File: config.mk
export PLATFORM = sky130hd
export DESIGN_NAME = execute_cycle_flat
export DESIGN_NICKNAME = d
export VERILOG_FILES = /design/src/rtl/execute_cycle_if.sv /design/src/rtl/execute_cycle.sv /design/src/flat_wrapper.sv
export SDC_FILE = /design/constraint.sdc
export NUM_CORES = 1
export LEC_CHECK = 0
export CAP_MARGIN = 20
export CORE_ASPECT_RATIO = 1.1
export CORE_MARGIN = 3
export CORE_UTILIZATION = 45
export CTS_CLUSTER_SIZE = 24
export DETAILED_ROUTE_END_ITERATION = 10
export GPL_TIMING_DRIVEN = 1
export PLACE_DENSITY = 0.77
export SKIP_CTS_REPAIR_TIMING = 1
export SLEW_MARGIN = 5
export SYNTH_ARGS = -nofsm -noshare
export SYNTH_HDL_FRONTEND = slang
export SYNTH_SLANG_ARGS = --single-unit
File: constraint.sdc
create_clock -name clk -period 9.65 [get_ports clk]
set_input_delay 1.4475 -clock clk [delete_from_list [all_inputs] [get_ports clk]]
set_output_delay 1.4475 -clock clk [all_outputs]
set_load 0.01 [all_outputs]
File: src/rtl/execute_cycle_if.sv
// Bundle of ID/EX inputs, forwarding controls and EX/MEM outputs for the execute stage.
interface execute_cycle_if #(
    parameter int XLEN = 32
);
    logic            RegWriteE;
    logic            ALUSrcE;
    logic            MemWriteE;
    logic            JumpE;
    logic            BranchE;
    logic [1:0]      ResultSrcE;
    logic [2:0]      ALUControlE;
    logic [XLEN-1:0] RD1_E;
    logic [XLEN-1:0] RD2_E;
    logic [XLEN-1:0] Imm_Ext_E;
    logic [4:0]      RD_E;
    logic [XLEN-1:0] PCE;
    logic [XLEN-1:0] PCPlus4E;
    logic [1:0]      ForwardAE;
    logic [1:0]      ForwardBE;
    logic [XLEN-1:0] ResultW;

    logic            PCSrcE;
    logic [XLEN-1:0] PCTargetE;
    logic            RegWriteM;
    logic            MemWriteM;
    logic [1:0]      ResultSrcM;
    logic [4:0]      RD_M;
    logic [XLEN-1:0] ALUResultM;
    logic [XLEN-1:0] WriteDataM;
    logic [XLEN-1:0] PCPlus4M;

    // Upstream pipeline / hazard unit side.
    modport master (
        output RegWriteE, ALUSrcE, MemWriteE, JumpE, BranchE, ResultSrcE, ALUControlE,
        output RD1_E, RD2_E, Imm_Ext_E, RD_E, PCE, PCPlus4E, ForwardAE, ForwardBE, ResultW,
        input  PCSrcE, PCTargetE, RegWriteM, MemWriteM, ResultSrcM, RD_M,
        input  ALUResultM, WriteDataM, PCPlus4M
    );

    // Execute stage side.
    modport slave (
        input  RegWriteE, ALUSrcE, MemWriteE, JumpE, BranchE, ResultSrcE, ALUControlE,
        input  RD1_E, RD2_E, Imm_Ext_E, RD_E, PCE, PCPlus4E, ForwardAE, ForwardBE, ResultW,
        output PCSrcE, PCTargetE, RegWriteM, MemWriteM, ResultSrcM, RD_M,
        output ALUResultM, WriteDataM, PCPlus4M
    );
endinterface

File: src/rtl/execute_cycle.sv
// RV32I execute stage: operand forwarding, ALU, branch resolution and the EX/MEM register.
module execute_cycle #(
    parameter int XLEN = 32
) (
    input logic          clk,
    input logic          rst,
    execute_cycle_if.slave bus
);
    // ALU: wrap-around add/sub, bitwise and/or, signed set-less-than; unused codes yield 0.
    function automatic logic [XLEN-1:0] aluOp(
        input logic [2:0]             ctrl,
        input logic signed [XLEN-1:0] a,
        input logic signed [XLEN-1:0] b
    );
        logic [XLEN-1:0] res;
        case (ctrl)
            3'b000:  res = a + b;
            3'b001:  res = a - b;
            3'b010:  res = a & b;
            3'b011:  res = a | b;
            3'b101:  res = {{(XLEN-1){1'b0}}, (a < b)};
            default: res = '0;
        endcase
        return res;
    endfunction

    logic signed [XLEN-1:0] srcA;
    logic signed [XLEN-1:0] writeData;
    logic signed [XLEN-1:0] srcB;
    logic        [XLEN-1:0] aluResult;

    logic            regWrite_p1;
    logic            memWrite_p1;
    logic [1:0]      resultSrc_p1;
    logic [4:0]      rd_p1;
    logic [XLEN-1:0] aluResult_p1;
    logic [XLEN-1:0] writeData_p1;
    logic [XLEN-1:0] pcPlus4_p1;

    // Operand selection; the 10 path reads the pre-edge EX/MEM result, so no loop forms.
    always_comb begin
        srcA      = bus.RD1_E;
        writeData = bus.RD2_E;
        case (bus.ForwardAE)
            2'b01:   srcA = bus.ResultW;
            2'b10:   srcA = aluResult_p1;
            default: srcA = bus.RD1_E;
        endcase
        case (bus.ForwardBE)
            2'b01:   writeData = bus.ResultW;
            2'b10:   writeData = aluResult_p1;
            default: writeData = bus.RD2_E;
        endcase
        srcB      = bus.ALUSrcE ? bus.Imm_Ext_E : writeData;
        aluResult = aluOp(bus.ALUControlE, srcA, srcB);
    end

    // Branch decision and target are combinational and deliberately not reset-gated.
    assign bus.PCSrcE    = bus.JumpE | (bus.BranchE & (aluResult == '0));
    assign bus.PCTargetE = bus.PCE + bus.Imm_Ext_E;

    // ---- EX / MEM boundary ----
    // EX/MEM register; reset squashes the in-flight instruction and clears its data.
    always_ff @(posedge clk) begin
        if (!rst) begin
            regWrite_p1  <= 1'b0;
            memWrite_p1  <= 1'b0;
            resultSrc_p1 <= 2'b00;
            rd_p1        <= '0;
            aluResult_p1 <= '0;
            writeData_p1 <= '0;
            pcPlus4_p1   <= '0;
        end else begin
            regWrite_p1  <= bus.RegWriteE;
            memWrite_p1  <= bus.MemWriteE;
            resultSrc_p1 <= bus.ResultSrcE;
            rd_p1        <= bus.RD_E;
            aluResult_p1 <= aluResult;
            writeData_p1 <= writeData;
            pcPlus4_p1   <= bus.PCPlus4E;
        end
    end

    assign bus.RegWriteM  = regWrite_p1;
    assign bus.MemWriteM  = memWrite_p1;
    assign bus.ResultSrcM = resultSrc_p1;
    assign bus.RD_M       = rd_p1;
    assign bus.ALUResultM = aluResult_p1;
    assign bus.WriteDataM = writeData_p1;
    assign bus.PCPlus4M   = pcPlus4_p1;
endmodule

File: src/flat_wrapper.sv
// flat-port wrapper written by rule: the top's interface ports become plain ports
module execute_cycle_flat 
#(
    parameter int XLEN = 32
)
  (clk, rst, bus_RegWriteE, bus_ALUSrcE, bus_MemWriteE, bus_JumpE, bus_BranchE, bus_ResultSrcE, bus_ALUControlE, bus_RD1_E, bus_RD2_E, bus_Imm_Ext_E, bus_RD_E, bus_PCE, bus_PCPlus4E, bus_ForwardAE, bus_ForwardBE, bus_ResultW, bus_PCSrcE, bus_PCTargetE, bus_RegWriteM, bus_MemWriteM, bus_ResultSrcM, bus_RD_M, bus_ALUResultM, bus_WriteDataM, bus_PCPlus4M);
  execute_cycle_if #(.XLEN(XLEN)) bus_i ();
  input logic clk;
  input logic rst;
  input wire logic [$bits(bus_i.RegWriteE)-1:0] bus_RegWriteE;
  input wire logic [$bits(bus_i.ALUSrcE)-1:0] bus_ALUSrcE;
  input wire logic [$bits(bus_i.MemWriteE)-1:0] bus_MemWriteE;
  input wire logic [$bits(bus_i.JumpE)-1:0] bus_JumpE;
  input wire logic [$bits(bus_i.BranchE)-1:0] bus_BranchE;
  input wire logic [$bits(bus_i.ResultSrcE)-1:0] bus_ResultSrcE;
  input wire logic [$bits(bus_i.ALUControlE)-1:0] bus_ALUControlE;
  input wire logic [$bits(bus_i.RD1_E)-1:0] bus_RD1_E;
  input wire logic [$bits(bus_i.RD2_E)-1:0] bus_RD2_E;
  input wire logic [$bits(bus_i.Imm_Ext_E)-1:0] bus_Imm_Ext_E;
  input wire logic [$bits(bus_i.RD_E)-1:0] bus_RD_E;
  input wire logic [$bits(bus_i.PCE)-1:0] bus_PCE;
  input wire logic [$bits(bus_i.PCPlus4E)-1:0] bus_PCPlus4E;
  input wire logic [$bits(bus_i.ForwardAE)-1:0] bus_ForwardAE;
  input wire logic [$bits(bus_i.ForwardBE)-1:0] bus_ForwardBE;
  input wire logic [$bits(bus_i.ResultW)-1:0] bus_ResultW;
  output wire logic [$bits(bus_i.PCSrcE)-1:0] bus_PCSrcE;
  output wire logic [$bits(bus_i.PCTargetE)-1:0] bus_PCTargetE;
  output wire logic [$bits(bus_i.RegWriteM)-1:0] bus_RegWriteM;
  output wire logic [$bits(bus_i.MemWriteM)-1:0] bus_MemWriteM;
  output wire logic [$bits(bus_i.ResultSrcM)-1:0] bus_ResultSrcM;
  output wire logic [$bits(bus_i.RD_M)-1:0] bus_RD_M;
  output wire logic [$bits(bus_i.ALUResultM)-1:0] bus_ALUResultM;
  output wire logic [$bits(bus_i.WriteDataM)-1:0] bus_WriteDataM;
  output wire logic [$bits(bus_i.PCPlus4M)-1:0] bus_PCPlus4M;
  assign bus_i.RegWriteE = bus_RegWriteE;
  assign bus_i.ALUSrcE = bus_ALUSrcE;
  assign bus_i.MemWriteE = bus_MemWriteE;
  assign bus_i.JumpE = bus_JumpE;
  assign bus_i.BranchE = bus_BranchE;
  assign bus_i.ResultSrcE = bus_ResultSrcE;
  assign bus_i.ALUControlE = bus_ALUControlE;
  assign bus_i.RD1_E = bus_RD1_E;
  assign bus_i.RD2_E = bus_RD2_E;
  assign bus_i.Imm_Ext_E = bus_Imm_Ext_E;
  assign bus_i.RD_E = bus_RD_E;
  assign bus_i.PCE = bus_PCE;
  assign bus_i.PCPlus4E = bus_PCPlus4E;
  assign bus_i.ForwardAE = bus_ForwardAE;
  assign bus_i.ForwardBE = bus_ForwardBE;
  assign bus_i.ResultW = bus_ResultW;
  assign bus_PCSrcE = bus_i.PCSrcE;
  assign bus_PCTargetE = bus_i.PCTargetE;
  assign bus_RegWriteM = bus_i.RegWriteM;
  assign bus_MemWriteM = bus_i.MemWriteM;
  assign bus_ResultSrcM = bus_i.ResultSrcM;
  assign bus_RD_M = bus_i.RD_M;
  assign bus_ALUResultM = bus_i.ALUResultM;
  assign bus_WriteDataM = bus_i.WriteDataM;
  assign bus_PCPlus4M = bus_i.PCPlus4M;
  execute_cycle #(.XLEN(XLEN)) u_core (.clk(clk), .rst(rst), .bus(bus_i));
endmodule
==> results by group <==
Power
  • Worst VDD drop: 0.0792 mV
  • Lkg Pwr: 6.11 nW
  • Total design power: between 1.5 and 2 mW
  • Total power per unit cell area: 129 nW/µm²

Critical path
  • Startpoint types: primary input
  • Critical path data required time: 8.20 ns
  • Cell at the slowest stage of the critical path: sky130_fd_sc_hd__clkdlybuf4s50_1
  • Critical Path Sink Type: output pin
  • Crit-path cells: clkdlybuf4s50_1, ha_1, buf_4, a22oi_1, nor2_1, a21oi_1, o21ai_0, ha_1, inv_1, fa_1, nor2b_1, o2111ai_1, a31o_4, o221ai_2, a311oi_1, o31a_1, o21ai_0, nand3_1, nor4_1, nand3_1, o41ai_2, clkdlybuf4s50_1
  • Worst Path Max Fanout: 24
  • Crit path largest cell delay: around 0.61 ns
  • Arrival time of the worst setup path: around 8 ns
  • CP Class: in2out

Detailed routing
  • Number of design rule violations left after detail routing: 0
  • Average routed wire per standard cell: 22.3 µm
  • Vias per Instance: 6.00
  • Count of TritonRoute iterations in the first routing pass: 6
  • Detailed-route wire length: ~47000 µm
  • Antenna Nets Post-Route: 0
  • Drt initial violations: 1466
  • Via count: ~13k

Floorplan
  • Row cnt: 59
  • I/O Pins: ~350
  • Die Footprint: around 26000 µm²
  • Initial core utilization: 0.461
  • Die Span X: approximately 160 µm
  • Std-Cell Core Area: approximately 24000 µm²
  • Vertical die dimension: 170 µm

Yosys
  • Area of the mapped netlist: between 10000 and 15000 µm²
  • Number of distinct library cells after synthesis: 90
  • Cells after synthesis: approximately 1.5k
  • Area share of the leading cell type in the synthesized netlist: 0.191
  • Most common cell in the netlist: sky130_fd_sc_hd__nor2_1
  • Count of yosys warnings during synthesis: 0
  • Sequential share of the synthesized area: 0.191
  • Most frequently used flop master after synthesis: sky130_fd_sc_hd__dfxtp_1
  • Most frequent cells after synthesis: sky130_fd_sc_hd__nor2_1, sky130_fd_sc_hd__nand2_1, sky130_fd_sc_hd__ha_1
  • Top cells by area in the synthesized netlist: sky130_fd_sc_hd__dfxtp_1, sky130_fd_sc_hd__ha_1, sky130_fd_sc_hd__nor2_1
  • Cell type with the largest total area after synthesis: sky130_fd_sc_hd__dfxtp_1
  • Share of flip-flops with an asynchronous set or reset: 0
  • #FFs+latches synth: 105
  • Syn_nets: 1879
  • Number of flops mapped to enable cells by yosys: 0
  • Average size of a mapped cell: 7.18 µm²

GRT
  • Via count of the first global-routing pass: roughly 12k
  • Wire length of the first global-routing pass: roughly 71000 µm
  • Grt ovf: 0
  • GRT Overall Usage: 0.339
  • Antenna violations before repair: 3
  • Maximum number of pins on one net before global-route repair: 85

Final layout
  • Fraction of final layout cells with drive strength greater than 1: 0.0385
  • Layout net count: 2162
  • Area Growth Syn to Fin: 35.9%
  • Final Instance Count excl. Fillers: 2128
  • Core occupancy in the finished layout: 0.627

Timing
  • Achievable frequency: roughly 0.11 GHz
  • Worst rel slew slack: 0.307
  • Worst setup slack after layout: 0.367 ns
  • Post-route fraction of the period consumed by the critical path: 0.962
  • Final number of hold-violating endpoints: 0
  • Max Transition Viols Final: 0
  • Worst Max-Slew Pin Slew: 1.03 ns
  • Minimum period implied by the final worst setup slack: roughly 9.3 ns
  • Summed negative setup slack over all endpoints: 0 ns
  • Setup repair after global routing missed its margin: no
  • Final setup fails: 0
  • Clock skew after layout: 0.0158 ns

Placed design
  • Routability congestion estimate from global placement: 1.07
  • Total half-perimeter wirelength after legalization and detailed placement: 38000 µm
  • Cell Count Post-Placement: 2109
  • Number of I/O port buffers: 350
  • Pre-CTS setup slack: 0.643 ns

Clocking
  • Max Root-Sink Buffers: 2
  • Worst-path clk slew: 0.08 ns
  • CTS Sinks: roughly 110
  • Number of H-tree levels: 3
  • Clock latency on the worst-skew pair: 0.37 ns
  • CTS tree: done
  • Root Buffer: sky130_fd_sc_hd__clkbuf_16
  • Number of clock buffers inserted by TritonCTS: 9

Flow run
  • # Max-Cap Violations: 0

Min path
  • Hold crit path type: reg2reg

Status
  • Outcome: completed
==> final timing paths <==
path | start | endpoint | slack, ns | cells after the start
worst max-delay path | bus_ForwardBE[0] | bus_PCSrcE | 0.37 | 22
worst min-delay path | u_core.bus.ALUResultM[16]$_SDFF_PN0_ | u_core.bus.WriteDataM[16]$_SDFF_PN0_ | 0.68 | 4
worst max register to register | u_core.bus.ALUResultM[4]$_SDFF_PN0_ | u_core.bus.ALUResultM[31]$_SDFF_PN0_ | 5.26 | 16
worst min register to register | u_core.bus.ALUResultM[16]$_SDFF_PN0_ | u_core.bus.WriteDataM[16]$_SDFF_PN0_ | 0.68 | 4
==> cells in the final DEF, fill, tap and decap left out, drive strengths merged, types with 5 or more instances in the layout <==
master / count
a221oi: 7
inv: 116
nand2: 135
nor3: 43
nor2: 174
a22oi: 65
a21oi: 122
o21a: 23
a311oi: 7
a21o: 24
o21ai: 125
o31ai: 9
xor2: 5
nand4: 7
nand3: 22
a2111o: 7
or3: 9
o41ai: 5
buf: 16
xnor2: 34
clkbuf: 9
and2: 60
clkdlybuf4s50: 348
o211ai: 20
a211oi: 18
or4: 5
a31oi: 9
nand2b: 19
o2111ai: 7
ha: 131
o22ai: 8
mux2i: 12
nor4: 13
o21bai: 13
dfxtp: 105
nor2b: 13
==> area by class of cell <==
| class | count | area, µm² |
|---|---|---|
| well taps | 305 | 382 |
| clock buffers | 9 | 225 |
| repair buffers | 364 | 3600 |
| diodes | 3 | 7.51 |
| fillers | 2137 | 8890 |
| clock inverters | 7 | 91.3 |
| inverters | 113 | 424 |
| flip-flops and latches | 105 | 2100 |
| multi-input cells | 1222 | 8120 |
==> where the power goes <==
group	leakage (nW)	internal, mW	switching (mW)
clock network	0.152	0.189	0.212
logic	5.09	0.446	0.594
registers	0.868	0.465	0.0193
total	6.11	1.10	0.826
==> cell families after synthesis <==
family / after synthesis / synth area share
AO/OA/AOI/OAI: 515 / 0.315
XOR/XNOR: 39 / 0.0310
adder cells (fa/ha/maj): 134 / 0.154
buffers and inverters: 205 / 0.0718
flip-flops: 105 / 0.191
multiplexers: 14 / 0.0130
AND/OR/NAND/NOR: 520 / 0.224
==> worst max-delay path, delay by kind of cell <==
family | cells | cell delay (ns)
buffers and inverters | 4 | 1.56
AND/OR/NAND/NOR | 5 | 0.95
adder cells (fa/ha/maj) | 3 | 1.13
AO/OA/AOI/OAI | 10 | 2.71
==> per-stage QoR <==
step	area [µm²]	hold slack (ns)
detailed placement	14600	0.657
global placement	14600	0.641
CTS	14900	0.676
finish	14900	0.679
floorplan	11000	0.676
global route	14900	0.745
==> per-layer routing <==
layer,routed length (µm),GRT usage,up-vias
met5,0,0,-
met4,980,0.0787,0
met3,5200,0.0730,69
met2,21200,0.539,758
met1,20100,0.471,5915
li1,-,-,6026
==> state kept, by name, indices dropped and copies added, names as in the netlist <==
| signal | cells |
|---|---|
| u_core.bus.ALUResultM | 32 |
| u_core.bus.ResultSrcM | 2 |
| u_core.bus.RegWriteM | 1 |
| u_core.bus.RD_M | 5 |
| u_core.bus.MemWriteM | 1 |
| u_core.bus.WriteDataM | 32 |
| u_core.bus.PCPlus4M | 32 |
Note: power is estimated with default switching activity, not from simulation.
